<file path="config.mk">
export PLATFORM = sky130hd
export DESIGN_NAME = proc_run_ctrl
export DESIGN_NICKNAME = d
export VERILOG_FILES = /design/src/rtl/proc_ctrl_pkg.sv /design/src/rtl/run_watchdog.sv /design/src/rtl/proc_run_ctrl.sv
export SDC_FILE = /design/constraint.sdc
export NUM_CORES = 1
export LEC_CHECK = 0
export BUFFER_PORTS_ARGS = -buffer_cell sky130_fd_sc_hd__buf_2
export CORE_AREA = 2 2 183 185
export CTS_CLUSTER_SIZE = 8
export DETAILED_ROUTE_END_ITERATION = 10
export DIE_AREA = 0 0 185 187
export PLACE_DENSITY_LB_ADDON = 0.08
export RECOVER_POWER = 25
export SLEW_MARGIN = 15
export SYNTH_ARGS = -nofsm -noshare
export SYNTH_HDL_FRONTEND = slang
export SYNTH_HIERARCHICAL = 1
export SYNTH_SLANG_ARGS = --single-unit
</file>
<file path="constraint.sdc">
create_clock -name CLK -period 26.9 [get_ports CLK]
set_clock_uncertainty 0.1 [all_clocks]
set_input_delay 5.38 -clock CLK [delete_from_list [all_inputs] [get_ports CLK]]
set_output_delay 5.38 -clock CLK [all_outputs]
set_load 0.1 [all_outputs]
</file>
<file path="src/rtl/proc_ctrl_pkg.sv">
// Shared types and widths for the processor run controller.
package proc_ctrl_pkg;

  localparam int unsigned DataW = 64;
  localparam int unsigned CntW  = 16;

  typedef enum logic [1:0] {
    StIdle,
    StRst,
    StRun,
    StDone
  } state_e;

endpackage

</file>
<file path="src/rtl/run_watchdog.sv">
// Saturating RUN-cycle counter with a limit-hit flag.
module run_watchdog
  import proc_ctrl_pkg::*;
#(
  parameter logic [CntW-1:0] Limit = 16'h00FF
) (
  input  logic            clk_i,
  input  logic            rst_i,
  input  logic            clear_i,
  input  logic            en_i,
  output logic [CntW-1:0] cnt_o,
  output logic            hit_o
);

  logic [CntW-1:0] cnt_d, cnt_q;

  always_comb begin
    cnt_d = cnt_q;
    if (clear_i) begin
      cnt_d = '0;
    end else if (en_i && (cnt_q != Limit)) begin
      cnt_d = cnt_q + 1'b1;
    end
  end

  always_ff @(posedge clk_i or posedge rst_i) begin
    if (rst_i) begin
      cnt_q <= '0;
    end else begin
      cnt_q <= cnt_d;
    end
  end

  assign cnt_o = cnt_q;
  assign hit_o = (cnt_q == Limit);

endmodule

</file>
<file path="src/rtl/proc_run_ctrl.sv">
// Sequences one processor run: reset pulse, watchdog-bounded run, result compare.
// Optional scoreboard counters (pass_cnt/run_cnt) under PROC_RUN_CTRL_SCORE_EN.
module proc_run_ctrl
  import proc_ctrl_pkg::*;
#(
  parameter logic [CntW-1:0] WD_LIMIT   = 16'h00FF,
  parameter int unsigned     RST_CYCLES = 2
) (
  input  logic             CLK,
  input  logic             reset,
  input  logic             start,
  input  logic [DataW-1:0] start_pc,
  input  logic [DataW-1:0] end_pc,
  input  logic [DataW-1:0] expected,
  input  logic [DataW-1:0] currentpc,
  input  logic [DataW-1:0] memtoreg,
`ifdef PROC_RUN_CTRL_SCORE_EN
  output logic [7:0]       pass_cnt,
  output logic [7:0]       run_cnt,
`endif
  output logic             proc_resetl,
  output logic [DataW-1:0] proc_startpc,
  output logic             busy,
  output logic             done,
  output logic             pass,
  output logic             timeout,
  output logic [DataW-1:0] result,
  output logic [CntW-1:0]  cycle_cnt
);

  localparam int unsigned RstW = (RST_CYCLES > 2) ? $clog2(RST_CYCLES) : 1;
  localparam logic [RstW-1:0] RstLast = RstW'(RST_CYCLES - 1);

  state_e           state_d, state_q;
  logic [RstW-1:0]  rst_cnt_d, rst_cnt_q;
  logic [DataW-1:0] startpc_d, startpc_q;
  logic [DataW-1:0] end_pc_d, end_pc_q;
  logic [DataW-1:0] expected_d, expected_q;
  logic [DataW-1:0] result_d, result_q;
  logic             pass_d, pass_q;
  logic             timeout_d, timeout_q;
  logic             wd_clear, wd_en, wd_hit;
  logic             end_hit;

  assign end_hit = (currentpc >= end_pc_q);

  always_comb begin
    state_d    = state_q;
    rst_cnt_d  = '0;
    startpc_d  = startpc_q;
    end_pc_d   = end_pc_q;
    expected_d = expected_q;
    result_d   = result_q;
    pass_d     = pass_q;
    timeout_d  = timeout_q;
    wd_clear   = 1'b0;
    wd_en      = 1'b0;
    unique case (state_q)
      StIdle: begin
        if (start) begin
          startpc_d  = start_pc;
          end_pc_d   = end_pc;
          expected_d = expected;
          pass_d     = 1'b0;
          timeout_d  = 1'b0;
          wd_clear   = 1'b1;
          state_d    = StRst;
        end
      end
      StRst: begin
        if (rst_cnt_q == RstLast) begin
          state_d = StRun;
        end else begin
          rst_cnt_d = rst_cnt_q + 1'b1;
        end
      end
      StRun: begin
        // End condition takes priority over the watchdog in the same cycle.
        if (end_hit) begin
          result_d = memtoreg;
          pass_d   = (memtoreg == expected_q);
          state_d  = StDone;
        end else if (wd_hit) begin
          result_d  = memtoreg;
          pass_d    = 1'b0;
          timeout_d = 1'b1;
          state_d   = StDone;
        end else begin
          wd_en = 1'b1;
        end
      end
      StDone: begin
        state_d = StIdle;
      end
      default: begin
        state_d = StIdle;
      end
    endcase
  end

  always_ff @(posedge CLK or posedge reset) begin
    if (reset) begin
      state_q    <= StIdle;
      rst_cnt_q  <= '0;
      startpc_q  <= '0;
      end_pc_q   <= '0;
      expected_q <= '0;
      result_q   <= '0;
      pass_q     <= 1'b0;
      timeout_q  <= 1'b0;
    end else begin
      state_q    <= state_d;
      rst_cnt_q  <= rst_cnt_d;
      startpc_q  <= startpc_d;
      end_pc_q   <= end_pc_d;
      expected_q <= expected_d;
      result_q   <= result_d;
      pass_q     <= pass_d;
      timeout_q  <= timeout_d;
    end
  end

  run_watchdog #(
    .Limit (WD_LIMIT)
  ) u_run_watchdog (
    .clk_i   (CLK),
    .rst_i   (reset),
    .clear_i (wd_clear),
    .en_i    (wd_en),
    .cnt_o   (cycle_cnt),
    .hit_o   (wd_hit)
  );

`ifdef PROC_RUN_CTRL_SCORE_EN
  logic [7:0] pass_cnt_d, pass_cnt_q;
  logic [7:0] run_cnt_d, run_cnt_q;

  always_comb begin
    pass_cnt_d = pass_cnt_q;
    run_cnt_d  = run_cnt_q;
    if (state_q == StDone) begin
      run_cnt_d = run_cnt_q + 8'd1;
      if (pass_q) begin
        pass_cnt_d = pass_cnt_q + 8'd1;
      end
    end
  end

  always_ff @(posedge CLK or posedge reset) begin
    if (reset) begin
      pass_cnt_q <= '0;
      run_cnt_q  <= '0;
    end else begin
      pass_cnt_q <= pass_cnt_d;
      run_cnt_q  <= run_cnt_d;
    end
  end

  assign pass_cnt = pass_cnt_q;
  assign run_cnt  = run_cnt_q;
`endif

  assign proc_resetl  = (state_q == StRun);
  assign busy         = (state_q != StIdle);
  assign done         = (state_q == StDone);
  assign proc_startpc = startpc_q;
  assign pass         = pass_q;
  assign timeout      = timeout_q;
  assign result       = result_q;

endmodule

</file>
**After elaboration in Yosys (flattened, before gate mapping)**

Index checks and enable logic that the tools add are counted.

- Input bits: 323
- Word-level logic and storage cells: 57
- Flip-flop bits (word level): 277

- Reductions and logical operators: 11
- $add $sub $neg: 2
- Magnitude comparators: 1
- Mux-type cells: 23
- Eq/ne operators: 11

Operators with widths:

| kind | number |
|---|---|
| 64-bit 2-to-1 mux | 2 |
| 64-bit equality test | 1 |
| 64-bit >= comparator | 1 |
| 16-bit 2-to-1 mux | 2 |
| 16-bit by 1-bit adder with 16-bit output (second input constant) | 1 |
| 16-bit by 8-bit equality test with 1-bit output (second input constant) | 1 |
| 16-bit by 8-bit inequality test with 1-bit output (second input constant) | 1 |
| 1-bit 2-to-1 mux | 12 |
| 2-bit 2-to-1 mux | 4 |
| 2-bit case mux with 4 select lines | 1 |
| 2-bit nonzero test | 4 |
| 2-bit inequality test (second input constant) | 3 |
| 3-bit AND reduction | 2 |
| 2-bit equality test (second input constant) | 2 |
| 1-bit case mux with 2 select lines | 2 |
| 2-bit AND reduction | 2 |
| 4-bit AND reduction | 1 |
| 3-bit by 1-bit inequality test with 1-bit output (second input constant) | 1 |
| 2-bit by 1-bit equality test with 1-bit output (second input constant) | 1 |
| 2-bit logical NOT | 1 |
| 2-bit by 1-bit inequality test with 1-bit output (second input constant) | 1 |
| 1-bit adder (second input constant) | 1 |
| 1-bit logical AND | 1 |

**Longest topological paths before layout**

Gate-level depths: netlist of the first run.

- Depth in word-level cells: 7
- Depth in mapped cells: 13

**Cells and area by module**

Netlist of the first run, hierarchy kept.

By module, submodules not included:

| module | times used | cells an instance | area each (sq um) |
|---|---|---|---|
| proc_run_ctrl | 1 | 981 | 11960.2 |
| run_watchdog | 1 | 98 | 954.7 |

**Worst setup path before layout of the first run**

No wires, ideal clock.

- Path kind: input port to flip-flop
- Start: input port currentpc[0]
- End: register u_run_watchdog.cnt_q[5] (netlist: u_run_watchdog/cnt_o[5])
- Buffers on the path: 1
- Data required time: 26.722 ns
- Data arrival time: 8.563 ns
- Path slack: 18.159 ns
- Stages on the path: 12
- Cell sequence: inv_1 > ha_1 > nand2b_1 > a2111o_1 > a31oi_1 > nor4b_1 > or4_1 > buf_2 > nor3_1 > nand4_1 > or4_2 > a21oi_1

- Longest elaborated chain between the ends: 5

Ends and longest elaborated chain:

| element | RTL line | RTL |
|---|---|---|
| start: declaration | proc_run_ctrl.sv:15 | `input logic [DataW-1:0] currentpc,` |
| 64-bit >= comparator | proc_run_ctrl.sv:45 | `assign end_hit = (currentpc >= end_pc_q);` |
| 1-bit 2-to-1 mux | proc_run_ctrl.sv:79 | `if (end_hit) begin` |
| 1-bit 2-to-1 mux | proc_run_ctrl.sv:58 | `unique case (state_q)` |
| net wd_en | proc_run_ctrl.sv:42 | `logic wd_clear, wd_en, wd_hit;` |
| 1-bit logical AND | run_watchdog.sv:21 | `end else if (en_i && (cnt_q != Limit)) begin` |
| 2-bit nonzero test (no source line) | - |  |
| end signal: assignment | run_watchdog.sv:30 | `cnt_q <= cnt_d;` |
| end: declaration | run_watchdog.sv:15 | `logic [CntW-1:0] cnt_d, cnt_q;` |

The timed path passes the listed nets, and every way through them passes these cells.
A chain may end at the register's enable or synchronous reset.

**Worst setup path in the final report of the first run**

- Start: input port start
- End: register end_pc_q[26]

- Longest elaborated chain between the ends: 1

Ends and longest elaborated chain:

| element | RTL line | RTL |
|---|---|---|
| start: declaration | proc_run_ctrl.sv:11 | `input logic start,` |
| 2-bit AND reduction (no source line) | - |  |
| end signal: assignment | proc_run_ctrl.sv:115 | `end_pc_q <= end_pc_d;` |
| end: declaration | proc_run_ctrl.sv:37 | `logic [DataW-1:0] end_pc_d, end_pc_q;` |

No other way between the ends.

==> results.py, run 1 <==
metrics = {
    "clock_network": {
        "root_buffer": "clkbuf_16",
        "cts_buffers": 40,
        "cts_tree": "yes",
        "cts.sink_count": 277,
        "cts.path.max_buffers": 3,
        "path_clk_slew_ns": 0.05,
        "htree_levels": 2,
        "clock_latency_ns": 0.52,
        "cts-resized-gates": 0,
        "cts_setup_buffers": 0,
        "hold_buffers": 0,
    },
    "place": {
        "io_buffer_count": 471,
        "hpwlAfterDp_microns": 27300,
        "place.gp.congestion": 0.785,
        "pre_cts_slack_ns": 17.45,
    },
    "routing": {
        "drt_pass1_iterations": 4,
        "wl_per_cell_microns": 17.9,
        "routed_via_density": 4.84,
        "remaining_drc_errors": 0,
        "ant_nets": 0,
        "wl_microns": 36200,
        "vias": 9781,
        "drt_iter0_drc": 285,
    },
    "flow_run": {
        "cap_violations": 2,
    },
    "die": {
        "start_util_pct": 39.3,
        "die_h_microns": 187,
        "dieWidth_microns": 185,
        "ios": 472,
        "num_rows": 67,
        "die-area_sq_mm": 0.0346,
        "core-area_sq_mm": 0.0329,
    },
    "logic_synthesis": {
        "async_reset_ff_share_pct": 100,
        "synth_ff_type": "dfrtp_1",
        "yosys.area.top_type": "dfrtp_1",
        "ys_top_cells_by_count": "277 x dfrtp_1, 184 x mux2_2, 98 x nand2_1",
        "ys_warn_count": 6,
        "yosysMostFrequentCell": "dfrtp_1",
        "netlist.area_leader.share_pct": 53.7,
        "yosys-top-cells-area": "dfrtp_1 54%, mux2_2 16%, ha_1 6.8%",
        "synth-seq-cells": 277,
        "synth_edf_count": 0,
        "yosysSeqAreaShare_pct": 53.7,
        "synth_nets": 1472,
        "syn_area_sq_mm": 0.0129,
        "syn_avg_cell_area_sq_um": 12.0,
        "synth_cells": 1079,
        "synth_cell_types": 54,
    },
    "critical_path": {
        "r2r_cells": 8,
        "start_kind": "input port",
        "cp_max_fo": 87,
        "end_kind": "flip-flop",
        "required_ns": 27.17,
        "path_class": "in2reg",
        "arrival_ns": 9.66,
    },
    "global_routing": {
        "antenna_found_initial": 16,
        "grt_use_met3_pct": 7.30,
        "top_usage_layer": "met2",
        "grtUsageMet1_pct": 23.6,
        "track_usage_pct": 20.6,
        "grt_max_degree": 137,
        "grt_use_met2_pct": 35.4,
        "grt_pass1_wl_microns": 55300,
        "globalRouteOverflowTotal": 0,
        "first_global_vias": 10100,
    },
    "cells_and_area": {
        "area_growth_pct": 29.9,
        "drive_above_1_share_pct": 45.9,
        "nets": 1951,
        "n_fill_cell": 3151,
    },
    "status": {
        "violations": "max-capacitance violations, max-slew violations",
        "outcome": "finished, violations left",
    },
    "timing": {
        "slew_violations": 187,
        "fin_setup_tns_ns": 0,
        "fmax_mhz": 106,
        "fin_ws_ns": 17.50,
        "period_share_pct": 34.9,
        "fin_crit_ns": 9.40,
        "slew_headroom_pct": -294,
        "tightest_slew_ns": 5.88,
        "hold_viol_final": 0,
        "setup_viol": 0,
        "rsz0062_at_grt": "false",
    },
    "pwr": {
        "ir_drop_v": 0.0000335,
        "leakage_uw": 0.00930,
        "powerDensity_mw_per_mm2": 53.9,
    },
    "hold_path": {
        "hold_path.class": "reg2reg",
        "min_path_cells": 1,
    },
}
through the flow:
stage               utilization, %  power, uW  instance area, sq um  std cells  hold WS, ns
global route                  51.0        943                 16800       2017        0.345
floorplan                        -        439                 12900       1079        0.288
CTS                           51.0        923                 16800       2009        0.316
global placement              47.8        470                 15700       1964        0.305
finish                        51.1        905                 16800       2021        0.312
detailed placement            47.8        471                 15700       1964        0.307
report_power, final:
group	internal (uW)	switching, uW
clock	266	176
sequential	418	0
combinational	22.4	22.9
state kept, by name, summed over array words and instances (netlist names):
name and count:
end_pc_q 64, timeout 1, pass 1, result 64, proc_startpc 64, rst_cnt_q 1
u_run_watchdog/cnt_o 16, state_q 2, expected_q 64
critical path, cell delays in order:
cell and delay [ns]:
clkbuf_1 0.11, nand2_1 1.80, buf_4 0.98, inv_4 0.47, buf_4 0.51, nand2_1 0.17, o21ai_0 0.09
worst paths after layout:
| path | start | end | slack, ns |
|---|---|---|---|
| worst max-delay path | start | end_pc_q[26] | 17.50 |
| worst min-delay path | rst_cnt_q | rst_cnt_q | 0.31 |
| worst max register to register | state_q[0] | end_pc_q[26] | 21.71 |
| worst min register to register | rst_cnt_q | rst_cnt_q | 0.31 |
| max in group asynchronous | reset | result[2] | 17.53 |
| min in group asynchronous | reset | u_run_watchdog/cnt_o[4] | 4.85 |
layout make-up:
type / count / area (sq um) / area share [%]
diodes: 12 / 30.0 / 0.179
clock buffers: 42 / 1020 / 6.07
clock inverters: 3 / 45.0 / 0.268
inverters: 88 / 334 / 1.99
multi-input cells: 676 / 5460 / 32.6
flip-flops and latches: 277 / 6930 / 41.3
well taps: 448 / 561 / 3.34
repair buffers: 475 / 2400 / 14.3
placed cells by master (no fill, tap or decap), types with 3 or more instances in the layout:
cell	instances
a22o_1	4
nand2_1	98
buf_4	3
mux2_2	184
nand2b_1	6
o22ai_1	4
nand4_1	30
clkbuf_1	3
a221oi_1	7
mux2_1	5
nand3_1	4
o21ai_0	85
xnor2_1	43
a21o_1	6
inv_1	86
dfrtp_1	277
or4_1	3
o31ai_1	4
a21oi_1	33
nor2b_1	3
nor4_1	11
ha_1	70
or3_1	4
buf_2	469
xor2_1	13
nor3_1	10
clkbuf_16	40
nor2_1	16
o21ai_1	5
diode_2	12
logic make-up after synthesis:
kind of cell | count (synthesis) | share of synthesized area (%)
fa+ha+maj | 70 | 6.78
simple gates | 201 | 7.86
buf+inv | 126 | 4.03
flops | 277 | 53.7
xor+xnor | 56 | 3.80
compound gates | 158 | 7.23
mux | 191 | 16.6
routing by layer:
layer  wire length, microns  vias up
met1                  14300     4649
met2                  17600      322
met4                   1070       10
li1                       -     4731
met3                   3230       69
met5                     68        -
Note: power is estimated with default switching activity, not from simulation.
==> inputs of run 2 (changes only) <==
CORE_AREA = 2 2 184 186   (was 2 2 183 185)
DIE_AREA = 0 0 186 188   (was 0 0 185 187)
clock period = 9.5 ns   (was 26.9 ns; I/O delays follow)
==> results.py, run 2 (same netlist as run 1, synthesis figures left out) <==
metrics = {
    "routing": {
        "remaining_drc_errors": 0,
        "wl_microns": 36100,
        "drt_pass1_iterations": 4,
        "vias": 9752,
        "drt_iter0_drc": 354,
        "ant_nets": 0,
        "routed_via_density": 4.82,
        "wl_per_cell_microns": 17.8,
    },
    "clock_network": {
        "cts_buffers": 40,
        "cts.path.max_buffers": 3,
        "htree_levels": 2,
        "clock_latency_ns": 0.52,
        "root_buffer": "clkbuf_16",
        "cts.sink_count": 277,
        "cts_setup_buffers": 0,
        "cts-resized-gates": 0,
        "hold_buffers": 0,
        "path_clk_slew_ns": 0.05,
        "cts_tree": "yes",
    },
    "critical_path": {
        "cp_max_fo": 58,
        "arrival_ns": 6.05,
        "r2r_cells": 9,
        "start_kind": "input port",
        "end_kind": "flip-flop",
        "path_class": "in2reg",
        "required_ns": 9.84,
    },
    "die": {
        "core-area_sq_mm": 0.0331,
        "ios": 472,
        "dieWidth_microns": 186,
        "num_rows": 67,
        "die_h_microns": 188,
        "die-area_sq_mm": 0.0350,
        "start_util_pct": 39.0,
    },
    "cells_and_area": {
        "area_growth_pct": 30.1,
        "multi_input_area_sq_mm": 0.00546,
        "final-seq-area_sq_mm": 0.00693,
        "nets": 1952,
        "n_fill_cell": 3101,
        "drive_above_1_share_pct": 45.9,
        "fin_util_pct": 50.8,
        "layout_common_cells": "469 x buf_2, 277 x dfrtp_1, 184 x mux2_2, 98 x nand2_1, 86 x inv_1",
        "final_common_cell": "buf_2",
    },
    "global_routing": {
        "grt_pass1_wl_microns": 55200,
        "grt_max_degree": 137,
        "first_global_vias": 9923,
        "antenna_found_initial": 14,
        "track_usage_pct": 20.4,
        "globalRouteOverflowTotal": 0,
    },
    "timing": {
        "rsz0062_at_grt": "false",
        "slew_headroom_pct": -80.7,
        "tightest_slew_ns": 2.70,
        "fin_crit_ns": 5.72,
        "setup_viol": 0,
        "slew_violations": 59,
        "hold_viol_final": 0,
        "fmax_mhz": 175,
        "fin_setup_tns_ns": 0,
        "period_share_pct": 60.2,
    },
    "place": {
        "hpwlAfterDp_microns": 27100,
        "io_buffer_count": 471,
        "place.gp.congestion": 0.812,
    },
    "hold_path": {
        "hold_path.class": "reg2reg",
        "min_path_cells": 1,
    },
    "pwr": {
        "powerDensity_mw_per_mm2": 154,
        "ir_drop_v": 0.000107,
        "leakage_uw": 0.00932,
    },
    "flow_run": {
        "cap_violations": 1,
    },
    "status": {
        "outcome": "finished, violations left",
        "violations": "max-capacitance violations, max-slew violations",
    },
}
[run 2: final cells by class]
type | instances | share of cell area, %
flip-flops and latches | 277 | 41.2
multi-input cells | 676 | 32.5
repair buffers | 476 | 14.2
clock buffers | 44 | 6.36
well taps | 448 | 3.34
inverters | 88 | 2.02
diodes | 14 | 0.208
clock inverters | 1 | 0.0968
[run 2: routing by layer]
| metal | part of all wire, % | global-route usage (%) | wire [microns] |
|---|---|---|---|
| met4 | 2.4 | 6.57 | 879 |
| met5 | 0.14 | 0 | 50 |
| met2 | 49 | 34.9 | 17700 |
| met1 | 39 | 23.9 | 14100 |
| met3 | 9.3 | 7.21 | 3350 |
[run 2: through the flow]
stage	setup WS, ns	hold WS, ns	instance area, sq um	cells	total power, uW
finish	3.78	0.316	16800	2024	2580
global route	3.32	0.327	16800	2017	2690
CTS	4.08	0.316	16800	2010	2620
detailed placement	3.54	0.307	15700	1965	1330
global placement	3.58	0.303	15700	1965	1330
floorplan	0.316	0.288	12900	1079	1240
[run 2: final timing paths]
path                            start                      end  slack (ns)
max reg2reg                state_q[0]                     pass        4.53
min in group asynchronous       reset  u_run_watchdog/cnt_o[5]        1.46
min                         rst_cnt_q                rst_cnt_q        0.32
max in group asynchronous       reset             end_pc_q[23]        6.22
min reg2reg                 rst_cnt_q                rst_cnt_q        0.32
max                             start                     pass        3.78
[run 2: where the power goes]
part	internal [uW]	leakage, uW	switching, uW
registers	1180	0.00348	0
clock network	781	0.000533	490
logic	63.0	0.00531	64.8
total	2030	0.00932	554
[run 2: worst max-delay path: stages]
cell and delay [ns]:
clkbuf_1 0.14, nand2_1 1.52, o21ai_0 1.09, nand4_1 0.21
nor4_1 0.23, nand4_1 0.12, nor4_1 0.61, a22o_1 0.22
==> inputs of run 3 (changes only) <==
clock period = 5.7 ns   (was 9.5 ns; I/O delays follow)
==> results.py, run 3 (same netlist as run 1, synthesis figures left out) <==
metrics = {
    "place": {
        "placed_cell_area_sq_mm": 0.0157,
        "io_buffer_count": 471,
        "place.gp.congestion": 0.819,
        "dp_cells": 1968,
        "hpwlAfterDp_microns": 27800,
    },
    "critical_path": {
        "r2r_setup_slack_ns": 1.77,
        "path_class": "in2reg",
        "cp_max_fo": 10,
        "start_kind": "input port",
        "slowest_stage": "or4_2",
        "crit_start": "currentpc[9]",
        "crit_chain": "buf_2 > ha_1 > a21oi_1 > o21ai_0 > a221oi_1 > nor3b_1 > or4_1 > nor3_1 > buf_4 > nand4_1 > or4_2 > a21oi_1",
        "reg2reg_to": "u_run_watchdog/cnt_o[5]",
        "end_kind": "flip-flop",
        "crit_top_cell": "a21oi_1",
        "cp_slowest_stage_delay_ns": 0.71,
        "required_ns": 6.02,
        "arrival_ns": 4.60,
        "r2r_cells": 12,
        "reg2reg_from": "end_pc_q[11]",
    },
    "flow_run": {
        "cap_violations": 2,
    },
    "clock_network": {
        "cts_buffers": 40,
        "path_clk_slew_ns": 0.05,
        "cts_tree": "yes",
        "hold_buffers": 0,
        "cts.sink_count": 277,
        "cts.path.max_buffers": 3,
        "htree_levels": 2,
        "cts-resized-gates": 0,
        "root_buffer": "clkbuf_16",
        "cts_setup_buffers": 0,
        "clock_latency_ns": 0.51,
    },
    "pwr": {
        "leakage_uw": 0.00934,
        "ir_drop_v": 0.000162,
        "powerDensity_mw_per_mm2": 255,
    },
    "die": {
        "dieWidth_microns": 186,
        "start_util_pct": 39.0,
        "die_h_microns": 188,
        "num_rows": 67,
        "die-area_sq_mm": 0.0350,
        "core-area_sq_mm": 0.0331,
        "ios": 472,
    },
    "timing": {
        "period_share_pct": 75.0,
        "slew_violations": 217,
        "setup_viol": 0,
        "tightest_slew_ns": 2.44,
        "hold_viol_final": 0,
        "fin_crit_ns": 4.28,
        "fin_setup_tns_ns": 0,
        "rsz0062_at_grt": "false",
        "slew_headroom_pct": -62.5,
        "fin_hold_ws_ns": 0.312,
        "fmax_mhz": 234,
    },
    "routing": {
        "drt_iter0_drc": 355,
        "drt_pass1_iterations": 4,
        "vias": 9767,
        "remaining_drc_errors": 0,
        "wl_microns": 36700,
        "ant_nets": 0,
        "wl_per_cell_microns": 18.1,
        "routed_via_density": 4.82,
    },
    "cells_and_area": {
        "n_fill_cell": 3091,
        "multi_input_area_sq_mm": 0.00547,
        "area_growth_pct": 30.3,
        "nets": 1955,
        "final-seq-area_sq_mm": 0.00693,
        "final_common_cell": "buf_2",
        "drive_above_1_share_pct": 45.9,
        "layout_common_cells": "470 x buf_2, 277 x dfrtp_1, 184 x mux2_2, 97 x nand2_1, 86 x inv_1",
        "final_cells": 2025,
        "fin_area_sq_mm": 0.0168,
    },
    "status": {
        "outcome": "finished, violations left",
        "violations": "max-capacitance violations, max-slew violations",
    },
    "global_routing": {
        "track_usage_pct": 20.7,
        "globalRouteOverflowTotal": 0,
        "antenna_found_initial": 19,
        "grt_pass1_wl_microns": 55700,
        "first_global_vias": 10200,
        "grt_max_degree": 173,
    },
    "hold_path": {
        "min_path_cells": 1,
        "hp-start": "rst_cnt_q",
        "holdPathEnd": "rst_cnt_q",
        "hold_path.class": "reg2reg",
    },
}
-- run 3: layout make-up --
cell class | count | share of cell area, %
multi-input cells | 676 | 32.5
diodes | 11 | 0.164
clock buffers | 45 | 6.31
repair buffers | 479 | 14.4
inverters | 88 | 1.99
well taps | 448 | 3.33
clock inverters | 1 | 0.0967
flip-flops and latches | 277 | 41.2
-- run 3: per-stage QoR --
stage                     power [uW]  utilization [%]  worst slack, ns
after global routing            4460             50.8             1.08
after global placement          2220             47.5            0.948
after detailed placement        2220             47.5            0.894
after floorplan                 2070                -             1.02
final                           4290             50.8             1.42
after CTS                       4370             50.8             1.42
-- run 3: how the worst max path moves through the flow --
stage	endpoint	slack [ns]	cells after the start
floorplan	end_pc_q[0]	1.02	1
global placement	u_run_watchdog/cnt_o[5]	0.95	12
detailed placement	u_run_watchdog/cnt_o[5]	0.89	12
CTS	u_run_watchdog/cnt_o[5]	1.42	12
global route	proc_startpc[19]	1.08	3
finish	u_run_watchdog/cnt_o[5]	1.42	12
-- run 3: power breakdown --
| part | switching, uW | internal, uW |
|---|---|---|
| registers | 0 | 1970 |
| clock network | 812 | 1290 |
| logic | 108 | 104 |
-- run 3: worst max-delay path: cells and delay by family --
family	cells	cell delay (ns)
and+or+nand+nor	5	2.07
AOI/OAI and AO/OA	4	0.79
adders and majority gates	1	0.31
buffers and inverters	2	0.29
-- run 3: metal layers --
metal  up-vias  wire length [microns]  track usage, %
li1       4748                      -               -
met1      4621                  14600            24.0
met2       319                  18100            36.1
met3        65                   3080            6.56
met4        14                    852            6.21
met5         -                    101               0
